===== src/rtl/servo_setpoint_ramp.sv =====
// Servo setpoint ramp: turns angle commands into a pulse-width target and
// slews the pulse width toward it by at most STEP ticks per PWM frame.
module servo_setpoint_ramp #(
  parameter int unsigned MIN_WIDTH     = 6000,
  parameter int unsigned MAX_WIDTH     = 28800,
  parameter int unsigned TICKS_PER_DEG = 127,
  parameter int unsigned MAX_ANGLE     = 180,
  parameter int unsigned STEP          = 500,
  parameter int unsigned INIT_WIDTH    = 17430
) (
  input  logic        clk,
  input  logic        rst_n,
  input  logic        cmd_valid,
  input  logic [7:0]  cmd_angle,
  output logic        cmd_ready,
  input  logic        frame_tick,
  output logic [31:0] pulse_width,
  output logic        at_target,
  output logic        cmd_err
);

  localparam logic [7:0]         LP_MAX_ANGLE  = 8'(MAX_ANGLE);
  localparam logic [15:0]        LP_TICKS      = 16'(TICKS_PER_DEG);
  localparam logic [31:0]        LP_MIN_WIDTH  = 32'(MIN_WIDTH);
  localparam logic [31:0]        LP_MAX_WIDTH  = 32'(MAX_WIDTH);
  localparam logic [31:0]        LP_INIT_WIDTH = 32'(INIT_WIDTH);
  localparam logic [31:0]        LP_STEP_U     = 32'(STEP);
  localparam logic signed [32:0] LP_STEP       = $signed({1'b0, LP_STEP_U});

  typedef enum logic [1:0] {
    S_IDLE,
    S_CONV,
    S_LOAD
  } state_t;

  state_t             r_state;
  state_t             w_state_next;
  logic               w_accept;
  logic [7:0]         w_angle_clamped;
  logic               w_angle_over;
  logic [7:0]         r_angle;
  logic [15:0]        r_product;
  logic [31:0]        w_sum;
  logic [31:0]        w_target_new;
  logic [31:0]        r_target;
  logic [31:0]        r_pulse_width;
  logic signed [32:0] w_diff;
  logic [31:0]        w_pulse_next;
  logic               r_at_target;
  logic               r_cmd_err;

  always_ff @(posedge clk or negedge rst_n) begin
    if (!rst_n) begin
      r_state <= S_IDLE;
    end else begin
      r_state <= w_state_next;
    end
  end

  always_comb begin
    w_state_next = r_state;
    cmd_ready    = 1'b0;
    case (r_state)
      S_IDLE: begin
        cmd_ready = 1'b1;
        if (cmd_valid) begin
          w_state_next = S_CONV;
        end
      end
      S_CONV:  w_state_next = S_LOAD;
      S_LOAD:  w_state_next = S_IDLE;
      default: w_state_next = S_IDLE;
    endcase
  end

  assign w_accept        = cmd_valid && (r_state == S_IDLE);
  assign w_angle_over    = (cmd_angle > LP_MAX_ANGLE);
  assign w_angle_clamped = w_angle_over ? LP_MAX_ANGLE : cmd_angle;

  assign w_sum        = LP_MIN_WIDTH + {16'd0, r_product};
  assign w_target_new = (w_sum > LP_MAX_WIDTH) ? LP_MAX_WIDTH : w_sum;

  // Slew always sees the registered target, so a LOAD landing on the same
  // edge as frame_tick only affects the following frame.
  assign w_diff = $signed({1'b0, r_target}) - $signed({1'b0, r_pulse_width});

  always_comb begin
    w_pulse_next = r_target;
    if (w_diff > LP_STEP) begin
      w_pulse_next = r_pulse_width + LP_STEP_U;
    end else if (w_diff < -LP_STEP) begin
      w_pulse_next = r_pulse_width - LP_STEP_U;
    end
  end

  always_ff @(posedge clk or negedge rst_n) begin
    if (!rst_n) begin
      r_angle       <= 8'd0;
      r_product     <= 16'd0;
      r_target      <= LP_INIT_WIDTH;
      r_pulse_width <= LP_INIT_WIDTH;
      r_at_target   <= 1'b1;
      r_cmd_err     <= 1'b0;
    end else begin
      r_cmd_err   <= w_accept && w_angle_over;
      r_at_target <= (r_pulse_width == r_target);
      if (w_accept) begin
        r_angle <= w_angle_clamped;
      end
      if (r_state == S_CONV) begin
        r_product <= 16'(r_angle) * LP_TICKS;
      end
      if (r_state == S_LOAD) begin
        r_target <= w_target_new;
      end
      if (frame_tick) begin
        r_pulse_width <= w_pulse_next;
      end
    end
  end

  assign pulse_width = r_pulse_width;
  assign at_target   = r_at_target;
  assign cmd_err     = r_cmd_err;

endmodule


===== config.mk =====
export PLATFORM = sky130hd
export DESIGN_NAME = servo_setpoint_ramp
export DESIGN_NICKNAME = d
export VERILOG_FILES = /design/src/rtl/servo_setpoint_ramp.sv
export SDC_FILE = /design/constraint.sdc
export NUM_CORES = 1
export LEC_CHECK = 0
export BUFFER_PORTS_ARGS = -buffer_cell sky130_fd_sc_hd__buf_2
export CAP_MARGIN = 20
export CORE_MARGIN = 3
export CORE_UTILIZATION = 65
export CTS_CLUSTER_SIZE = 12
export DETAILED_ROUTE_END_ITERATION = 10
export MAX_ROUTING_LAYER = met4
export PLACE_DENSITY = 0.87
export SYNTH_ARGS = -nofsm -noshare
export SYNTH_HDL_FRONTEND = slang
export SYNTH_SLANG_ARGS = --single-unit

===== constraint.sdc =====
create_clock -name clk -period 9.5 [get_ports clk]
set_input_delay 0.475 -clock clk [delete_from_list [all_inputs] [get_ports clk]]
set_output_delay 0.475 -clock clk [all_outputs]
set_load 0.02 [all_outputs]

# Word level (Yosys, flattened, before mapping)
# Index checks and enable logic that the tools add are counted.
op_classes:
  add_sub_neg: 4
  n_shift: 0
  n_mux: 7
  n_lt_le_gt_ge: 4
  eq_ne: 4
  div: 0
  n_mul: 1
  n_reduce_logical: 3
  bitwise_logic: 0
op_table:
  columns: ["cell", "n"]
  rows:
  - ["$mux W32", 2]
  - ["$gt A33 B10 Y1 const B", 1]
  - ["$lt A33 B10 Y1 const B", 1]
  - ["$sub A32 B32 Y33", 1]
  - ["$add A32 B9 Y32 const B", 1]
  - ["$eq A32 B32 Y1", 1]
  - ["$sub A32 B9 Y32 const B", 1]
  - ["$add A13 B15 Y16 const A", 1]
  - ["$gt A16 B15 Y1 const B", 1]
  - ["$mux W16", 1]
  - ["$mul A8 B7 Y15 const B", 1]
  - ["$gt A8 B8 Y1 const B", 1]
  - ["$mux W8", 1]
  - ["$pmux W2 S2", 1]
  - ["$eq A2 B1 Y1 const B", 1]
  - ["$eq A2 B2 Y1 const B", 1]
  - ["$logic_and A1 B1 Y1", 2]
  - ["$logic_not A2 Y1", 1]
  - ["$mux W2", 1]
  - ["$ne A2 B2 Y1 const B", 1]
  - ["$mux W1", 1]
word_totals:
  output_inout_bits: 35
  n_memories: 0
  rom_bits: 0
  latch_bits: 0
  register_bits: 91
  ram_bits: 0

# Depth between registers and ports, before layout
depth:
  word_depth: 4
  mapped_depth: 18
  depth_no_buf: 18

# Least setup slack after synthesis
# No wires, ideal clock.
synth_timing:
  path_type: "register -> register"
  startpoint: "register r_angle[3]"
  endpoint: "register r_product[14]"
  t_arrival_ps: 4312
  n_path_buf: 0
  path_stages_with_launch: 18
  path_slack_ps: 5058
  cell_sequence: "dfrtp_1 > fa_1 > inv_1 > fa_1 > fa_1 > inv_1 > fa_1 > ha_1 > inv_1 > o21bai_1 > a21oi_1 > o21bai_1 > a21oi_1 > nor2b_1 > o21a_1 > o41a_1 > xnor2_1 > o21ai_0"
synth_via:
  elab_chain_cells: 1
synth_lines:
  columns: ["element", "line_no", "text"]
  rows:
  - ["start, declared", "41", "logic [7:0] r_angle;"]
  - ["start signal, assigned", "108", "r_angle <= w_angle_clamped;"]
  - ["$mul A8 B7 Y15", "111", "r_product <= 16'(r_angle) * LP_TICKS;"]
  - ["end signal, assigned", "111", null]
  - ["end, declared", "42", "logic [15:0] r_product;"]
# No other way between the ends.
# A chain may end at the register's enable or synchronous reset.

# Final worst setup path
# Same ends and word-level chain as after synthesis.

==> impl_metrics.xml <==
<?xml version="1.0" encoding="UTF-8"?>
<metrics>
  <group name="synth">
    <metric name="synth_top_flop_cell" unit="">sky130_fd_sc_hd__dfrtp_1</metric>
    <metric name="synth-seq-area-share" unit="%">25.0</metric>
    <metric name="yosysTopAreaCell" unit="">sky130_fd_sc_hd__dfrtp_1</metric>
    <metric name="mappedNetlistNets" unit="">1019</metric>
    <metric name="synth_async_sr_flop_share" unit="%">100</metric>
    <metric name="synthCells" unit="">931</metric>
    <metric name="synth_top_family_by_area" unit="">compound AO/OA/AOI/OAI gates</metric>
    <metric name="synth.avg_cell_area" unit="µm²">8.13</metric>
    <metric name="mapped_area" unit="µm²">7570</metric>
    <metric name="synthMostInstantiatedCell" unit="">sky130_fd_sc_hd__nand2_1</metric>
    <metric name="synth_cell_type_count" unit="">88</metric>
    <metric name="synth.cells.most_frequent" unit="">sky130_fd_sc_hd__nand2_1, sky130_fd_sc_hd__inv_1, sky130_fd_sc_hd__nor2_1</metric>
    <metric name="synth-compound-area-share" unit="%">24.6</metric>
    <metric name="synth_edf_count" unit="">0</metric>
    <metric name="adder_cell_share_of_the_synthesized_area" unit="%">14.9</metric>
    <metric name="synth_simple_gate_area_share" unit="%">23.3</metric>
    <metric name="yosys.area_share.xor_xnor" unit="%">4.98</metric>
    <metric name="number_of_warnings_reported_in_the_yosys_synthesis_log" unit="">0</metric>
    <metric name="synthMuxAreaShare" unit="%">1.57</metric>
    <metric name="ys_seq_elements" unit="">75</metric>
    <metric name="yosys.area.top_type_share" unit="%">21.2</metric>
    <metric name="ranking_of_synthesized_cells_by_area" unit="">sky130_fd_sc_hd__dfrtp_1, sky130_fd_sc_hd__ha_1, sky130_fd_sc_hd__fa_1, sky130_fd_sc_hd__nand2_1, sky130_fd_sc_hd__o21ai_0</metric>
  </group>
  <group name="cts">
    <metric name="number_of_levels_in_the_clock_h_tree" unit="">3</metric>
    <metric name="cts.sinks" unit="">75</metric>
    <metric name="cts_inserted_buffers" unit="">9</metric>
    <metric name="cts_tree" unit="">built</metric>
    <metric name="clock_tree_buffer_depth" unit="">2</metric>
    <metric name="cts_resized" unit="">0</metric>
    <metric name="post_cts.repair.setup_buffers" unit="">0</metric>
    <metric name="ctsRootBufferMaster" unit="">sky130_fd_sc_hd__clkbuf_16</metric>
    <metric name="post_cts_hold_buffer_count" unit="">0</metric>
    <metric name="clk_latency" unit="ns">0.35</metric>
    <metric name="cts.reportedPaths.clkPinSlew" unit="ns">0.06</metric>
  </group>
  <group name="critical_path">
    <metric name="worst_setup_path_start_kind" unit="">flop</metric>
    <metric name="cp_data_required_time" unit="ns">9.70</metric>
    <metric name="crit_chain" unit="">fa_1 -&gt; inv_1 -&gt; fa_1 -&gt; fa_1 -&gt; inv_1 -&gt; fa_1 -&gt; ha_1 -&gt; inv_1 -&gt; o21bai_1 -&gt; a21oi_1 -&gt; o21bai_1 -&gt; a21oi_1 -&gt; nor2b_1 -&gt; o21a_1 -&gt; o41a_1 -&gt; xnor2_1 -&gt; o21ai_0</metric>
    <metric name="timing.setup.critical_path_class" unit="">reg2reg</metric>
    <metric name="top_delay_family_on_crit_path" unit="">adder cells</metric>
    <metric name="worst_r2r_startpoint" unit="">r_angle[3]</metric>
    <metric name="slowest_stage" unit="">sky130_fd_sc_hd__fa_1</metric>
    <metric name="worst_setup_path_end_kind" unit="">flop</metric>
    <metric name="slowest_delay" unit="ns">0.63</metric>
    <metric name="crit_fanout" unit="">5</metric>
    <metric name="critical-path-top-cell-by-count" unit="">sky130_fd_sc_hd__fa_1</metric>
    <metric name="critical_path_buf_inv_count" unit="">3</metric>
    <metric name="worstPathArrival" unit="ns">4.92</metric>
    <metric name="startpoint" unit="">r_angle[3]</metric>
  </group>
  <group name="finish">
    <metric name="fillers" unit="">891</metric>
    <metric name="drive_gt1_share" unit="%">11.5</metric>
    <metric name="layout-area-overhead-vs-synth" unit="%">7.09</metric>
    <metric name="seq_area" unit="µm²">1890</metric>
    <metric name="insertedDiodeCount" unit="">0</metric>
    <metric name="multi_input_area" unit="µm²">5250</metric>
    <metric name="final_net_count" unit="">1041</metric>
  </group>
  <group name="timing">
    <metric name="max_slew.worst_pin.slew" unit="ns">0.963</metric>
    <metric name="setup_viol" unit="">0</metric>
    <metric name="hold_violations" unit="">0</metric>
    <metric name="timing.setup.tns" unit="ns">0</metric>
    <metric name="final.setup_skew" unit="ns">0.0140</metric>
    <metric name="period_needed" unit="ns">4.72</metric>
    <metric name="fmaxAchievable" unit="GHz">0.212</metric>
    <metric name="slew_viol_final" unit="">0</metric>
    <metric name="slew-limit-headroom" unit="%">35.8</metric>
    <metric name="timing.hold.ws" unit="ns">0.278</metric>
    <metric name="finalCritPeriodShare" unit="%">49.7</metric>
    <metric name="grt_setup_unrepaired" unit="">no</metric>
  </group>
  <group name="outcome">
    <metric name="status" unit="">complete, no violations</metric>
  </group>
  <group name="floorplanning">
    <metric name="ios" unit="">47</metric>
    <metric name="die_width" unit="µm">114</metric>
    <metric name="core_area" unit="µm²">11100</metric>
    <metric name="initial_core_util" unit="%">68.0</metric>
    <metric name="floorplan.die_area" unit="µm²">13000</metric>
    <metric name="num_rows" unit="">38</metric>
    <metric name="die_height" unit="µm">114</metric>
  </group>
  <group name="global_routing">
    <metric name="grt_pass1_wl" unit="mm">34.9</metric>
    <metric name="number_of_global_route_vias_before_repair" unit="">6859</metric>
    <metric name="grt_usage" unit="%">34.7</metric>
    <metric name="overflow" unit="">0</metric>
    <metric name="grt_antenna_before_repair" unit="">0</metric>
    <metric name="grt_start_max_net_pins" unit="">76</metric>
  </group>
  <group name="routing">
    <metric name="avgViaCountPerCell" unit="">6.64</metric>
    <metric name="firstDrtPassIters" unit="">7</metric>
    <metric name="wirelength" unit="mm">21.3</metric>
    <metric name="antenna_violating_nets_post_route" unit="">0</metric>
    <metric name="route.detailed.drc" unit="">0</metric>
    <metric name="vias" unit="">7294</metric>
    <metric name="drt_first_iter_violations" unit="">783</metric>
    <metric name="wire_per_inst" unit="µm">19.4</metric>
  </group>
  <group name="place">
    <metric name="dpl.hpwl" unit="mm">16.2</metric>
    <metric name="count_of_buffers_inserted_at_the_top_level_ports" unit="">46</metric>
    <metric name="final_weighted_congestion_in_routability_driven_placement" unit="">1.04</metric>
  </group>
  <group name="flow_run">
    <metric name="cap_violations" unit="">0</metric>
  </group>
  <group name="worst_hold_path">
    <metric name="worstHoldPathType" unit="">in2async</metric>
  </group>
</metrics>
==> per-stage QoR <==
| step | worst slack, ns | util, % | cell area [µm²] | instances |
|---|---|---|---|---|
| floorplan | 5.06 | - | 7570 | 931 |
| global placement | 4.90 | 70.3 | 7830 | 1081 |
| detailed placement | 4.80 | 70.4 | 7830 | 1082 |
| CTS | 4.78 | 72.9 | 8110 | 1098 |
| global route | 4.49 | 72.9 | 8110 | 1098 |
| finish | 4.78 | 72.9 | 8110 | 1098 |
==> final timing paths <==
check | to | slack [ns] | depth (start not counted)
max in group asynchronous | pulse_width[17] | 8.60 | 1
hold / removal | r_target[0] | 0.28 | 1
min in group clk | r_angle[1] | 0.38 | 3
setup reg to reg | r_product[14] | 4.78 | 17
setup / recovery | r_product[14] | 4.78 | 17
hold reg to reg | r_target[4] | 0.50 | 1
==> flip-flops by register name, summed over array words and instances, names as in the netlist <==
name	flops
at_target	1
cmd_err	1
pulse_width	32
r_angle	8
r_product	15
r_state	2
r_target	16
==> cells by family after synthesis <==
group,after synthesis
flip-flops,75
buffers and inverters,109
AO/OA/AOI/OAI,268
AND/OR/NAND/NOR,349
XOR/XNOR,43
adder cells (fa/ha/maj),76
multiplexers,11
==> layout by cell type, fill, tap and decap left out, types with 7 or more instances in the layout <==
cell                        Yosys  final
sky130_fd_sc_hd__a21o_1        13     13
sky130_fd_sc_hd__a21oi_1       49     49
sky130_fd_sc_hd__nor2_1        69     69
sky130_fd_sc_hd__nand3_1       31     31
sky130_fd_sc_hd__inv_1         72     72
sky130_fd_sc_hd__nor4_1        14     14
sky130_fd_sc_hd__nand4_1       13     13
sky130_fd_sc_hd__o21bai_1      10     10
sky130_fd_sc_hd__nand2_1      120    120
sky130_fd_sc_hd__xor2_1        17     17
sky130_fd_sc_hd__clkbuf_16      0      9
sky130_fd_sc_hd__buf_2         11     46
sky130_fd_sc_hd__dfrtp_1       64     64
sky130_fd_sc_hd__o31ai_1       15     15
sky130_fd_sc_hd__o211ai_1      10     10
sky130_fd_sc_hd__mux2i_1        7      7
sky130_fd_sc_hd__nor2b_1       11     11
sky130_fd_sc_hd__nor3_1        28     28
sky130_fd_sc_hd__o21a_1        10     10
sky130_fd_sc_hd__o21ai_0       61     61
sky130_fd_sc_hd__or3_1          9      9
sky130_fd_sc_hd__fa_1          24     24
sky130_fd_sc_hd__xnor2_1       26     26
sky130_fd_sc_hd__a211o_1        7      7
sky130_fd_sc_hd__and3_1         7      7
sky130_fd_sc_hd__dfstp_2       11     11
sky130_fd_sc_hd__ha_1          52     52
sky130_fd_sc_hd__a211oi_1      10     10
==> layer usage <==
layer,track usage (%),vias up,part of all wire [%]
li1,-,3421,-
met1,44.8,3470,41
met2,54.7,338,47
met3,6.26,65,8.3
met4,13.1,0,3.4
met5,-,-,0
==> area by class of cell <==
class                      count  share of cell area [%]
clock buffer                  10                    2.82
clock inverter                 6                   0.587
inverter                      72                    3.33
multi-input combinational    747                    64.7
sequential                    75                    23.3
tap                          140                    2.16
timing repair buffer          48                    3.03
Power is left out: the tool's default activity adds up to more than one toggle a clock period on the data nets, which glitch-free logic cannot reach.
